<file path="src/rtl/wishbone_register_pkg.sv">
// wishbone_register_pkg: bus widths, Caravel user window base and base-address sanity check
package wishbone_register_pkg;
    localparam int WB_DATA_W = 32;
    localparam int WB_SEL_W = 4;
    localparam int WB_ADDR_W = 32;
    localparam int WB_STRIDE = 4;
    localparam logic [WB_ADDR_W-1:0] USER_SPACE_BASE = 32'h3000_0000;

    function automatic logic base_address_ok(input logic [WB_ADDR_W-1:0] addr);
        return (addr >= USER_SPACE_BASE) && (addr[1:0] == 2'b00);
    endfunction
endpackage

</file>
<file path="src/rtl/wishbone_register_slot.sv">
// wishbone_register_slot: one 32-bit register with byte-lane write and a write strobe
module wishbone_register_slot
    import wishbone_register_pkg::*;
#(
    parameter logic [WB_DATA_W-1:0] RESET_VALUE = '0
) (
    input  logic                 wb_clk_i,
    input  logic                 wb_rst_i,
    input  logic                 wr_en_i,
    input  logic [WB_SEL_W-1:0]  sel_i,
    input  logic [WB_DATA_W-1:0] dat_i,
    output logic [WB_DATA_W-1:0] q_o,
    output logic                 wr_pulse_o
);
    logic [WB_DATA_W-1:0] reg_q, reg_d;
    logic                 wr_pulse_q;

    always_comb begin
        for (int k = 0; k < WB_SEL_W; k++)
            reg_d[8*k +: 8] = (wr_en_i && sel_i[k]) ? dat_i[8*k +: 8] : reg_q[8*k +: 8];
    end

    always_ff @(posedge wb_clk_i or posedge wb_rst_i) begin
        if (wb_rst_i) begin
            reg_q      <= RESET_VALUE;
            wr_pulse_q <= 1'b0;
        end else begin
            reg_q      <= reg_d;
            wr_pulse_q <= wr_en_i;
        end
    end

    assign q_o        = reg_q;
    assign wr_pulse_o = wr_pulse_q;
endmodule

</file>
<file path="src/rtl/wishbone_register_bank.sv">
// wishbone_register_bank: NUM_REGS word registers on the Caravel Wishbone bus with
// byte-lane writes, selectable read source and per-register read/write strobes
module wishbone_register_bank
    import wishbone_register_pkg::*;
#(
    parameter logic [WB_ADDR_W-1:0] BASE_ADDRESS = 32'h3000_0000,
    parameter int                   NUM_REGS     = 4,
    parameter logic [WB_DATA_W-1:0] RESET_VALUE  = 32'h0,
    parameter logic [NUM_REGS-1:0]  RD_LOOPBACK  = '0
) (
    input  logic                          wb_clk_i,
    input  logic                          wb_rst_i,
    input  logic                          wbs_stb_i,
    input  logic                          wbs_cyc_i,
    input  logic                          wbs_we_i,
    input  logic [WB_SEL_W-1:0]           wbs_sel_i,
    input  logic [WB_DATA_W-1:0]          wbs_dat_i,
    input  logic [WB_ADDR_W-1:0]          wbs_adr_i,
    input  logic [WB_DATA_W*NUM_REGS-1:0] data_i,
    output logic                          wbs_ack_o,
    output logic [WB_DATA_W-1:0]          wbs_dat_o,
    output logic [WB_DATA_W*NUM_REGS-1:0] reg_q_o,
    output logic [NUM_REGS-1:0]           wr_pulse_o,
    output logic [NUM_REGS-1:0]           rd_pulse_o
);
    if (!base_address_ok(BASE_ADDRESS)) begin : g_bad_base
        $error("BASE_ADDRESS must be word aligned and inside the user window");
    end
    if (NUM_REGS < 1 || NUM_REGS > 64) begin : g_bad_num
        $error("NUM_REGS must be in 1..64");
    end

    logic [WB_ADDR_W-1:0] offset;
    logic                 hit, accept;
    logic                 ack_q, ack_d;
    logic [WB_DATA_W-1:0] dat_q, dat_d, rd_word;
    logic [NUM_REGS-1:0]  wr_en, rd_pulse_q, rd_pulse_d;

    // Unsigned wrap below the base makes offset huge, so the range test fails as well
    assign offset = wbs_adr_i - BASE_ADDRESS;
    assign hit    = wbs_cyc_i && wbs_stb_i && (wbs_adr_i >= BASE_ADDRESS)
                    && (offset < 32'(NUM_REGS * WB_STRIDE));
    assign accept = hit && !ack_q;

    always_comb begin
        rd_word    = '0;
        wr_en      = '0;
        rd_pulse_d = '0;
        for (int i = 0; i < NUM_REGS; i++) begin
            if (offset[WB_ADDR_W-1:2] == 30'(i)) begin
                rd_word       = RD_LOOPBACK[i] ? reg_q_o[WB_DATA_W*i +: WB_DATA_W]
                                               : data_i[WB_DATA_W*i +: WB_DATA_W];
                wr_en[i]      = accept && wbs_we_i;
                rd_pulse_d[i] = accept && !wbs_we_i;
            end
        end
        ack_d = accept;
        dat_d = (accept && !wbs_we_i) ? rd_word : dat_q;
    end

    always_ff @(posedge wb_clk_i or posedge wb_rst_i) begin
        if (wb_rst_i) begin
            ack_q      <= 1'b0;
            dat_q      <= '0;
            rd_pulse_q <= '0;
        end else begin
            ack_q      <= ack_d;
            dat_q      <= dat_d;
            rd_pulse_q <= rd_pulse_d;
        end
    end

    for (genvar i = 0; i < NUM_REGS; i++) begin : g_slot
        wishbone_register_slot #(.RESET_VALUE(RESET_VALUE)) u_slot (
            .wb_clk_i  (wb_clk_i),
            .wb_rst_i  (wb_rst_i),
            .wr_en_i   (wr_en[i]),
            .sel_i     (wbs_sel_i),
            .dat_i     (wbs_dat_i),
            .q_o       (reg_q_o[WB_DATA_W*i +: WB_DATA_W]),
            .wr_pulse_o(wr_pulse_o[i])
        );
    end

    assign wbs_ack_o  = ack_q;
    assign wbs_dat_o  = dat_q;
    assign rd_pulse_o = rd_pulse_q;
endmodule
</file>
<file path="config.mk">
export PLATFORM = sky130hd
export DESIGN_NAME = wishbone_register_bank
export DESIGN_NICKNAME = d
export VERILOG_FILES = /design/src/rtl/wishbone_register_pkg.sv /design/src/rtl/wishbone_register_slot.sv /design/src/rtl/wishbone_register_bank.sv
export SDC_FILE = /design/constraint.sdc
export NUM_CORES = 1
export LEC_CHECK = 0
export ABC_AREA = 1
export CELL_PAD_IN_SITES_DETAIL_PLACEMENT = 0
export CELL_PAD_IN_SITES_GLOBAL_PLACEMENT = 2
export CORE_MARGIN = 8
export CORE_UTILIZATION = 22
export DETAILED_ROUTE_END_ITERATION = 12
export PLACE_DENSITY_LB_ADDON = 0.1
export SETUP_SLACK_MARGIN = 0.1
export SLEW_MARGIN = 20
export SYNTH_ARGS = -nofsm -noshare
export SYNTH_HDL_FRONTEND = slang
export SYNTH_SLANG_ARGS = --single-unit
</file>
<file path="constraint.sdc">
create_clock -name wb_clk_i -period 5.85 [get_ports wb_clk_i]
set_input_delay 0.8775 -clock wb_clk_i [delete_from_list [all_inputs] [get_ports wb_clk_i]]
set_output_delay 0.8775 -clock wb_clk_i [all_outputs]
set_load 0.05 [all_outputs]
</file>
==> impl_metrics.ini <==
[outcome]
outcome = finished, final reports clean

[cells_and_area]
areaGrowthSynthToFinish_pct = 57.32
fill_cells = 3949
multi_input_area_sq_mm = 0.003527
nets = 1614
register_area_sq_mm = 0.004229
drive_gt1_frac = 0.05400
final_area_sq_mm = 0.01278

[yosys]
syn-cell-area_sq_mm = 0.008127
ys_top_cells_by_count = nand2_1, dfrtp_1, nand3_1
ys_seq_area_frac = 0.5204
synth_top_cell_by_area = dfrtp_1
synth_area_leaders = dfrtp_1, nand2_1, nand3_1, nor2_1, a21boi_0
synth.top_cell.area_share = 0.5204
synth_edf_count = 0
synth.avg_cell_area_sq_um = 7.609
async_flop_share = 1.000
ys_types = 21
synth_cells = 1068
yosys_warnings = 0
synth_most_common_cell = nand2_1
synth_flop_cell = dfrtp_1
synth_nets = 1269
ys_ff_latch = 169

[floorplanning]
initial_utilization = 0.2225
ioPinCount = 370
die_area_sq_mm = 0.04335
core_sq_mm = 0.03652
rows = 70
die-height_um = 208.2
die_w_um = 208.2

[power_and_ir_drop]
intPower_mw = 1.909
clkPwrFrac = 0.452
power_frac_comb = 0.083
p_leak_nw = 6.444
power_per_cell_area_mw_per_mm2 = 196.4
p_seq_frac = 0.465
power_switching_share = 0.2399
p_switching_uw = 602.3
ir_worst_vdd_mv = 0.1932

[critical_path]
rr_worst_depth = 10
r2r-start = wbs_ack_o$_DFF_PP0_
cp_max_fo = 65
cp-start-kind = primary input
cp-end-kind = register
worst-setup-path-type = primary input to register
cp.required_ps = 6180
cp-endpoint = g_slot[3].u_slot.q_o[16]$_DFFE_PP0P_
timing.critical_path.from = wbs_adr_i[13]
worstReg2RegEnd = wbs_dat_o[18]$_DFFE_PP0N_
critPathArrivalTime_ps = 3720
regToRegSetupSlack_ps = 3580

[grt]
antenna_found_initial = 9
groute.usage.overall = 0.1635
grt_pass1_vias = 8376
met2_usage = 0.2675
grt_remaining_overflow = 0
grt_max_degree = 97
top_usage_layer = met2
grt_use_met1 = 0.2005
grt_pass1_wl_um = 53970
use_met3 = 0.06523

[timing]
fin_crit_ps = 3395
fin_setup_tns_ps = 0
setup_viol = 0
worst_slew_pin_slew_ps = 833.7
maxSlewHeadroom = 0.4442
fmax_mhz = 294.6
skew_ps = 6.995
fin_crit_sh = 0.5803
finalMaxSlewViolations = 0
final-hold-violation-count = 0
rsz0062_at_grt = no

[worst_hold_path]
hp-start = g_slot[3].u_slot.q_o[15]$_DFFE_PP0P_
hp-class = register to register

[routing]
routed_wl_um = 35690
ant_nets = 0
num_vias = 8037
drtPass1Iterations = 4
avgViaCountPerCell = 4.241
route.detailed.drc = 0
drtIter0Drc = 396
post_drt_wl_per_cell_um = 18.83

[clocking]
clock_latency_ps = 440
cts_resized = 0
clock_path_buffers = 2
cts_tree = done
clockRootBuffer = clkbuf_16
clock-sinks = 169
htreeDepth = 4
path_clk_slew_ps = 70
cts_made_buffers = 17
hold_buffers = 0
cts_setup_buffers = 0

[placed_design]
io_buffers = 367
place_area_sq_mm = 0.01221
place.gp.congestion = 0.7692
dpl.hpwl_um = 25970

[flow_run]
max_cap_viol_count = 0
-- through the flow --
stage                     cells    util  setup slack [ps]  hold WS (ps)  power (mW)
after floorplan            1068       -             397.4         753.2       1.234
after global placement     1862  0.3343              1940         453.5       1.404
after detailed placement   1862  0.3343              1900         457.7       1.404
after CTS                  1894  0.3500              2376         475.1       2.564
after global routing       1894  0.3500              2215         493.1       2.614
final                      1895  0.3501              2455         469.6       2.511
-- registers in the layout, summed over array words and instances, names as in the netlist --
signal and flops:
g_slot.u_slot.q_o 128, wbs_dat_o 32, g_slot.u_slot.wr_pulse_o 4, rd_pulse_o 4, wbs_ack_o 1
-- final cells by class --
class	instances	area share
Sequential cell	169	0.3308
Tap cell	468	0.04580
Antenna cell	1	0.0001957
Clock buffer	20	0.03572
Inverter	21	0.006557
Clock inverter	12	0.009102
Multi-Input combinational cell	824	0.2759
Timing Repair Buffer	380	0.2959
-- power groups by stage --
| stage | registers [mW] | logic (mW) | clock network [mW] |
|---|---|---|---|
| final | 1.17 | 0.209 | 1.13 |
| after detailed placement | 1.19 | 0.213 | 0 |
| after CTS | 1.17 | 0.214 | 1.18 |
| after global placement | 1.19 | 0.214 | 0 |
| after global routing | 1.17 | 0.227 | 1.22 |
| after floorplan | 1.19 | 0.0431 | 0 |
-- kinds of logic (layout without fill, tap and decap cells) --
| group | Yosys count | count (layout) | share of synthesized area |
|---|---|---|---|
| buf+inv | 75 | 433 | 0.04619 |
| compound gates | 62 | 62 | 0.04773 |
| flops | 169 | 169 | 0.5204 |
| simple gates | 762 | 762 | 0.3857 |
| other cells | 0 | 1 | 0 |
-- cells in the final DEF (no fill, tap or decap), types with 2 or more instances in the layout --
master / count
a21boi_0: 31
buf_4: 12
clkbuf_16: 17
clkbuf_8: 2
clkdlybuf4s50_1: 367
clkinv_2: 2
clkinv_4: 2
clkinvlp_4: 4
dfrtp_1: 169
inv_1: 17
inv_2: 3
inv_6: 3
nand2_1: 533
nand2_2: 13
nand2_4: 2
nand3_1: 104
nand3_2: 2
nor2_1: 94
nor2_2: 6
nor2_4: 3
nor2_8: 3
nor3_1: 2
o21ai_0: 2
o21ai_1: 29
-- worst min-delay path by stage --
stage | endpoint | slack (ps) | cells after the start
finish | g_slot[3].u_slot.q_o[15]$_DFFE_PP0P_ | 470 | 2
CTS | g_slot[3].u_slot.q_o[0]$_DFFE_PP0P_ | 480 | 2
detailed placement | g_slot[3].u_slot.q_o[19]$_DFFE_PP0P_ | 460 | 2
global placement | g_slot[3].u_slot.q_o[29]$_DFFE_PP0P_ | 450 | 2
floorplan | g_slot[0].u_slot.q_o[0]$_DFFE_PP0P_ | 750 | 2
global route | g_slot[2].u_slot.q_o[16]$_DFFE_PP0P_ | 490 | 2
-- worst max-delay path: stages --
cell	delay [ps]
clkdlybuf4s50_1	400
nor2_1	110
nand2_1	90
nor2_4	100
buf_4	370
nand2_4	140
inv_2	90
nand3_2	50
buf_4	330
nor2_8	620
nand2_2	290
nand2_1	120
nand2_1	50
-- metal layers --
layer  wire [um]  vias up  part of all wire
met5          86        -            0.0024
met4         381       14             0.011
met3        2921       32             0.082
met2       16620      231              0.47
met1       15680     3726              0.44
li1            -     4034                 -
No activity file was read; power rests on OpenSTA's default activity.
